File: src/rtl/audio_mix_adder.sv
// Pipelined signed audio mixer: a log2(NCH)-stage registered adder tree, then an output register with overflow flag and counter.
// Define AUDIO_MIX_ADDER_SAT_EN to clamp overflowed sums; the default build wraps to the low WIDTH bits.
module audio_mix_adder #(
  parameter int unsigned WIDTH = 31,
  parameter int unsigned NCH   = 4
) (
  input  logic                 clk,
  input  logic                 rst,
  input  logic                 ce,
  input  logic                 in_valid,
  input  logic [NCH*WIDTH-1:0] din,
  input  logic                 ovf_clr,
  output logic                 out_valid,
  output logic [WIDTH-1:0]     s,
  output logic                 ovf,
  output logic [15:0]          ovf_cnt
);

  localparam int unsigned LOG = $clog2(NCH);
  localparam int unsigned SW  = WIDTH + LOG;

  if (NCH != 2 && NCH != 4 && NCH != 8) begin : g_bad_nch
    $error("audio_mix_adder: NCH must be 2, 4 or 8");
  end

  // One valid bit per tree stage; bit LOG-1 accompanies the final tree sum.
  logic [LOG-1:0] vld;

  always_ff @(posedge clk) begin
    if (rst) begin
      vld <= '0;
    end else if (ce) begin
      vld <= LOG'({vld, in_valid});
    end
  end

  // Stage k holds NCH>>k sums, each one bit wider than its operands, so nothing wraps inside the tree.
  for (genvar k = 1; k <= LOG; k++) begin : g_stage
    localparam int unsigned SWK = WIDTH + k;
    localparam int unsigned NK  = NCH >> k;

    logic signed [SWK-1:0] sum [NK];

    if (k == 1) begin : g_leaf
      always_ff @(posedge clk) begin
        if (rst) begin
          for (int j = 0; j < NK; j++) sum[j] <= '0;
        end else if (ce) begin
          for (int j = 0; j < NK; j++) begin
            sum[j] <= SWK'(signed'(din[2*j*WIDTH +: WIDTH]))
                    + SWK'(signed'(din[(2*j+1)*WIDTH +: WIDTH]));
          end
        end
      end
    end else begin : g_node
      always_ff @(posedge clk) begin
        if (rst) begin
          for (int j = 0; j < NK; j++) sum[j] <= '0;
        end else if (ce) begin
          for (int j = 0; j < NK; j++) begin
            sum[j] <= SWK'(g_stage[k-1].sum[2*j]) + SWK'(g_stage[k-1].sum[2*j+1]);
          end
        end
      end
    end
  end

  logic signed [SW-1:0] total_c;
  logic                 ovf_c;
  logic [WIDTH-1:0]     s_c;

  assign total_c = g_stage[LOG].sum[0];
  // Out of range exactly when the sum differs from the sign extension of its low WIDTH bits.
  assign ovf_c   = (total_c != SW'(signed'(total_c[WIDTH-1:0])));

`ifdef AUDIO_MIX_ADDER_SAT_EN
  always_comb begin
    s_c = total_c[WIDTH-1:0];
    if (ovf_c) begin
      s_c = total_c[SW-1] ? {1'b1, {(WIDTH-1){1'b0}}} : {1'b0, {(WIDTH-1){1'b1}}};
    end
  end
`else
  assign s_c = total_c[WIDTH-1:0];
`endif

  // Output register and saturating overflow counter; clear wins over increment.
  always_ff @(posedge clk) begin
    if (rst) begin
      out_valid <= 1'b0;
      s         <= '0;
      ovf       <= 1'b0;
      ovf_cnt   <= '0;
    end else if (ce) begin
      out_valid <= vld[LOG-1];
      s         <= s_c;
      ovf       <= vld[LOG-1] & ovf_c;
      if (ovf_clr) begin
        ovf_cnt <= '0;
      end else if (vld[LOG-1] && ovf_c && ovf_cnt != 16'hFFFF) begin
        ovf_cnt <= ovf_cnt + 16'd1;
      end
    end
  end

endmodule

File: config.mk
export PLATFORM = sky130hd
export DESIGN_NAME = audio_mix_adder
export DESIGN_NICKNAME = d
export VERILOG_FILES = /design/src/rtl/audio_mix_adder.sv
export SDC_FILE = /design/constraint.sdc
export NUM_CORES = 1
export LEC_CHECK = 0
export ABC_CLOCK_PERIOD_IN_PS = 3000
export CAP_MARGIN = 25
export CORE_UTILIZATION = 32
export CTS_CLUSTER_SIZE = 16
export DETAILED_ROUTE_END_ITERATION = 8
export HOLD_SLACK_MARGIN = 0.15
export PLACE_DENSITY = 0.63
export SYNTH_ARGS = -nofsm -noshare
export SYNTH_HDL_FRONTEND = slang
export SYNTH_SLANG_ARGS = --single-unit
File: constraint.sdc
create_clock -name clk -period 3 [get_ports clk]
set_input_delay 0.6 -clock clk [delete_from_list [all_inputs] [get_ports clk]]
set_output_delay 0.6 -clock clk [all_outputs]
set_load 0.02 [all_outputs]
==> results of run 1 <==
## stage by stage
| step | power, mW | TNS (ns) | hold slack [ns] |
|---|---|---|---|
| after floorplan | 3.73 | 0 | 0.457 |
| after global placement | 4.50 | -10.62 | 0.464 |
| after detailed placement | 4.53 | -11.53 | 0.472 |
| after CTS | 6.73 | 0 | 0.489 |
| after global routing | 7.11 | -0.0987 | 0.504 |
| final | 6.74 | 0 | 0.484 |
## tightest hold or removal path, stage by stage (launching register included)
cell,delay [ns]
edfxtp_1,0.32
mux2i_1,0.06
nor2_1,0.07
## registers in the layout, summed over array words and instances, names as in the netlist
name and count:
s 31, vld 2, ovf_cnt 16, ovf 1, out_valid 1, g_stage.sum 97
## layout by cell type, fill, tap and decap left out, drive strengths merged, types with 23 or more instances in the layout
cell type	n
clkdlybuf4s50	168
nor2	165
buf	128
a21oi	103
edfxtp	97
ha	95
o21ai	77
nand2	72
a21o	53
dfxtp	51
mux2i	43
inv	39
nor3	31
nand3	28
xnor2	28
xor2	26
a211oi	23
## worst min path at each step
stage,start,end,slack [ns]
floorplan,g_stage[2].sum[0][0]$_SDFFCE_PN0P_,s[0]$_SDFFE_PP0P_,0.46
global placement,g_stage[2].sum[0][24]$_SDFFCE_PN0P_,s[24]$_SDFFE_PP0P_,0.46
detailed placement,g_stage[2].sum[0][2]$_SDFFCE_PN0P_,s[2]$_SDFFE_PP0P_,0.47
CTS,g_stage[2].sum[0][2]$_SDFFCE_PN0P_,s[2]$_SDFFE_PP0P_,0.49
global route,g_stage[2].sum[0][22]$_SDFFCE_PN0P_,s[22]$_SDFFE_PP0P_,0.50
finish,g_stage[2].sum[0][6]$_SDFFCE_PN0P_,s[6]$_SDFFE_PP0P_,0.48
## power breakdown
group	internal (mW)	leakage, nW	switching [mW]
combinational	0.998	4.32	1.11
clock	1.23	0.300	0.942
sequential	2.38	1.47	0.0797
## layer usage
layer	GRT usage	part of all wire	vias to the layer above
met5	0	0	-
met4	0.0483	0.014	0
met3	0.0159	0.047	26
met2	0.277	0.45	288
met1	0.245	0.49	4484
li1	-	-	4954
## cell type report
| class | instances | area, um^2 |
|---|---|---|
| clock inverter | 14 | 149 |
| sequential | 148 | 3930 |
| clock buffer | 18 | 450 |
| timing repair buffer | 303 | 2760 |
| tap | 442 | 553 |
| fill | 3103 | 18000 |
| inverter | 27 | 101 |
| multi-input combinational | 953 | 6520 |
## logic make-up after synthesis
kind of cell / after synthesis / synth area share
and+or+nand+nor: 392 / 0.172
AOI/OAI and AO/OA: 366 / 0.224
DFF: 148 / 0.374
adders and majority gates: 98 / 0.119
buffers and inverters: 68 / 0.0243
xor gates and xnor gates: 54 / 0.0450
muxes: 43 / 0.0409
## repair_timing
action / 4_1_cts / 5_1_grt
setup endpoints to repair: 7 / 21
hold endpoints to repair: 0 / 0
pin swaps: 1 / 17
resized for setup: 9 / 35
hold buffers: 0 / 0
buffers inserted: 0 / 5
==> run metrics, run 1 <==
worst rel slew slack 0.471; EDFF count, synth 97; IO buf count 177; synthesized cell area 0.0105 mm^2; Crit path buffers/inverters 1; Clock Skews 0.0123 ns; gr ovfl total 0; top-count cell post-synth nor2_1; Inserted Diodes 0; top cells by count, synth 165 x nor2_1, 103 x a21oi_1, 97 x edfxtp_1; Final Hold Violating Endpoints 0; Layout area overhead 37.6%; PnR worst setup slack 0.0112 ns; vias in the first global route 9360; post-synth top area share 0.277; synth unique cells 59; Crit Path Category in -> reg; CP Max Fanout 3; #FFs+latches synth 148; r2r setup slk 0.17 ns; worst path arrival time 3.16 ns; post-layout min period 2.99 ns; count of pins over their slew limit 0; ys async rst share 0; Worst EP required 3.17 ns; crit end category flip-flop; Tot GR Track Use 0.172; Critical path origin din[65]; worst-path cell chain clkdlybuf4s50_1 -> ha_1 -> o21ai_2 -> o21a_1 -> o31a_1 -> a221o_1 -> o211a_1 -> o41ai_2 -> mux2i_1; pwr/cell area 466 mW/mm^2; status finished clean; CTS root buffer clkbuf_16; dominant cell type by area after synthesis edfxtp_1; Finished Layout Cells 1905; DRC 0; Hold Path Depth 2; sequential fraction of the synthesis area 0.374; Post-synth top flop edfxtp_1; Avg Cell Area, Syn 8.99 um^2; Area contributors post-synth edfxtp_1 28%, ha_1 11%, dfxtp_1 9.7%; placed inst area 0.0136 mm^2; Placeable Area 0.0325 mm^2; CTS sink cnt 148; Vias/cell 5.12; largest net degree at the start of global routing 51; peak supply drop 0.350 mV; clock buffer count from CTS 17; WL final 28.9 mm; via count 9752; WL/cell 15.2 um; I/O pin cnt 178; fraction of layout cells with a size suffix above 1 0.139; Mapped Cells 1169; Antenna Nets Post-Route 0; total stage count of the critical path 9; maximum clock path buffer count 2; GPL Wtd Cong 0.864; final setup fails 0; clock latency at the later pin of the worst-skew pair 0.42 ns; hpwl dp 22.9 mm; Nets 1677; Die Wd 183 um; H-tree depth 4; first-pass detailed-route iteration total 5; Synth Net Count 1396; Critical Path Source Type input pin; DRT iter0 DRCs 601; maxcap violations 0; placed insts 1868; die area 0.0336 mm^2; cell family with most CP delay compound AO/OA/AOI/OAI gates; CTS tree yes; Worst path max stage delay 0.44 ns; R2R Path End g_stage[2].sum[0][18]$_SDFFCE_PN0P_; post-route cell area 0.0145 mm^2; cell depth of the worst flop-to-flop path 10; worst slack at placement -0.589 ns; Final period util 0.996; end of the critical path g_stage[1].sum[0][57]$_SDFFCE_PN0P_; Die Ht 183 um; Starting Density 0.324; initial antenna violation count 0; Leakage Power 6.09 nW; f_max 335 MHz; measured slew at the worst slew-check pin 0.793 ns; global-route wire length before repair 46.9 mm; min-delay worst type reg -> reg; Critical R2R Launch g_stage[1].sum[0][0]$_SDFFCE_PN0P_; Core Util, Final 0.446; Clock transition at path regs 0.07 ns; Max stage delay cell, worst path clkdlybuf4s50_1; Syn. warnings 0; FP Rows 66
Note: power is estimated with default switching activity, not from simulation.
==> inputs of run 2 (changes only) <==
==> constraint.sdc (replaced) <==
create_clock -name clk -period 3 [get_ports clk]
set_input_delay 0.6 -clock clk [delete_from_list [all_inputs] [get_ports clk]]
set_output_delay 0.6 -clock clk [all_outputs]
set_load 0.01 [all_outputs]
==> results of run 2 <==
Same layout as run 1 (identical final DEF). Status: finished clean.
Main changes from that run: total power 6.74 mW -> 6.72 mW
==> inputs of run 3 (changes only) <==
--- a/config.mk
+++ b/config.mk
@@ -10,8 +10,9 @@
 export CORE_UTILIZATION = 32
 export CTS_CLUSTER_SIZE = 16
 export DETAILED_ROUTE_END_ITERATION = 8
+export DONT_BUFFER_PORTS = 1
 export HOLD_SLACK_MARGIN = 0.15
-export PLACE_DENSITY = 0.63
+export PLACE_DENSITY = 0.55
 export SYNTH_ARGS = -nofsm -noshare
 export SYNTH_HDL_FRONTEND = slang
 export SYNTH_SLANG_ARGS = --single-unit
==> run metrics, run 3 (same netlist as run 1, synthesis figures left out) <==
Worst EP required 3.16 ns; r2r setup slk 0.13 ns; Layout area overhead 12.4%; internal power 4.28 mW; Tot GR Track Use 0.163; maximum clock path buffer count 2; Nets 1409; FF/Latch Area 0.00393 mm^2; Die Wd 183 um; maxcap violations 0; CTS root buffer clkbuf_16; largest net degree at the start of global routing 55; CTS sink cnt 148; DRT iter0 DRCs 689; status finished clean; I/O pin cnt 178; most frequent cells in the layout 165 x nor2_1, 103 x a21oi_1, 97 x edfxtp_1; pwr/cell area 532 mW/mm^2; max reg flops 97; clock buffer count from CTS 17; via count 8855; crit end category flip-flop; Sw Ratio 0.319; CP Max Fanout 5; IO buf count 0; worst path arrival time 3.03 ns; Inserted Diodes 0; net switching power 2.00 mW; Biggest register g_stage.sum; WL final 27.5 mm; Crit path buffers/inverters 1; Crit Path Category reg -> reg; Die Ht 183 um; most common cell after layout, fill and taps aside nor2_1; global-route wire length before repair 44.2 mm; FP Rows 66; Leakage Power 4.92 nW; Vias/cell 5.41; fill cell total of the finished layout 3313; Max stage delay cell, worst path edfxtp_1; H-tree depth 4; Clock Skews 0.0106 ns; DRC 0; hold buffer count at CTS 0; Placeable Area 0.0325 mm^2; hpwl dp 21.4 mm; Largest regs g_stage.sum: 97 flops, s: 31 flops, ovf_cnt: 16 flops; first-pass detailed-route iteration total 7; GPL Wtd Cong 0.874; f_max 348 MHz; worst rel slew slack 0.487; count of pins over their slew limit 0; Seq pwr share 0.395; vias in the first global route 8540; final setup fails 0; Critical Path Source Type flip-flop; Clock power frac 0.348; initial antenna violation count 0; total chip power 6.28 mW; worst-path cell chain ha_1 -> a211oi_1 -> o211ai_1 -> nand4_1 -> a211oi_1 -> buf_4 -> o31ai_1 -> o21ai_0 -> mux2i_1; RSZ-0062 raised after global routing true; clock latency at the later pin of the worst-skew pair 0.42 ns; Fin Hold WS 0.235 ns; CTS tree yes; die area 0.0336 mm^2; Starting Density 0.324; Combinational Power Share 0.257; Final Hold Violating Endpoints 0; min-delay worst type in -> reg; most used cell, CP a211oi_1; Antenna Nets Post-Route 0; cell family with most CP delay compound AO/OA/AOI/OAI gates; WL/cell 16.8 um; post-layout min period 2.87 ns; footprint of the multi-input gates 0.00633 mm^2; measured slew at the worst slew-check pin 0.767 ns; peak supply drop 0.349 mV; Clock transition at path regs 0.07 ns; Worst path max stage delay 0.42 ns; fraction of layout cells with a size suffix above 1 0.0711; gr ovfl total 0; Final period util 0.958
[run 3: per-layer routing]
layer | global-route usage | routed length [um] | up-vias
met3 | 0.0306 | 1630 | 22
met4 | 0.0460 | 359 | 0
met1 | 0.232 | 13700 | 4140
met2 | 0.251 | 11800 | 280
met5 | 0 | 0 | -
li1 | - | - | 4413
[run 3: power by group through the flow]
stage | clock network (mW) | registers (mW) | logic [mW]
6_report | 2.19 | 2.48 | 1.62
5_1_grt | 2.32 | 2.50 | 1.81
4_1_cts | 2.23 | 2.48 | 1.60
3_5_place_dp | 0 | 2.53 | 1.59
3_3_place_gp | 0 | 2.53 | 1.58
2_1_floorplan | 0 | 2.48 | 1.23
[run 3: cell type report]
cell class,count,area share
Multi-Input combinational cell,953,0.536
Sequential cell,148,0.333
Tap cell,442,0.0468
Clock buffer,18,0.0381
Timing Repair Buffer,35,0.0244
Clock inverter,14,0.0131
Inverter,27,0.00858
[run 3: stage by stage]
stage | std cells | utilization | setup WS [ns] | TNS, ns | cell area, um^2
2_1_floorplan | 1169 | - | 0.0135 | 0 | 10500
3_3_place_gp | 1605 | 0.345 | -0.128 | -0.312 | 11200
3_5_place_dp | 1605 | 0.345 | -0.175 | -0.507 | 11200
4_1_cts | 1637 | 0.364 | 0.00549 | 0 | 11800
5_1_grt | 1637 | 0.364 | -0.0433 | -0.0848 | 11800
6_report | 1637 | 0.364 | 0.127 | 0 | 11800
[run 3: repair_timing]
item	in CTS	in global routing
setup buffers	0	0
resized for setup	0	3
endpoints found under the setup margin	0	7
[run 3: path summary, 6_finish.rpt]
check / from / cells after the start / to
min reg2reg: g_stage[2].sum[0][10]$_SDFFCE_PN0P_ / 2 / s[10]$_SDFFE_PP0P_
max: g_stage[1].sum[0][1]$_SDFFCE_PN0P_ / 9 / g_stage[2].sum[0][31]$_SDFFCE_PN0P_
min: rst / 1 / ovf_cnt[6]$_SDFFE_PP0P_
max reg2reg: g_stage[1].sum[0][1]$_SDFFCE_PN0P_ / 9 / g_stage[2].sum[0][31]$_SDFFCE_PN0P_
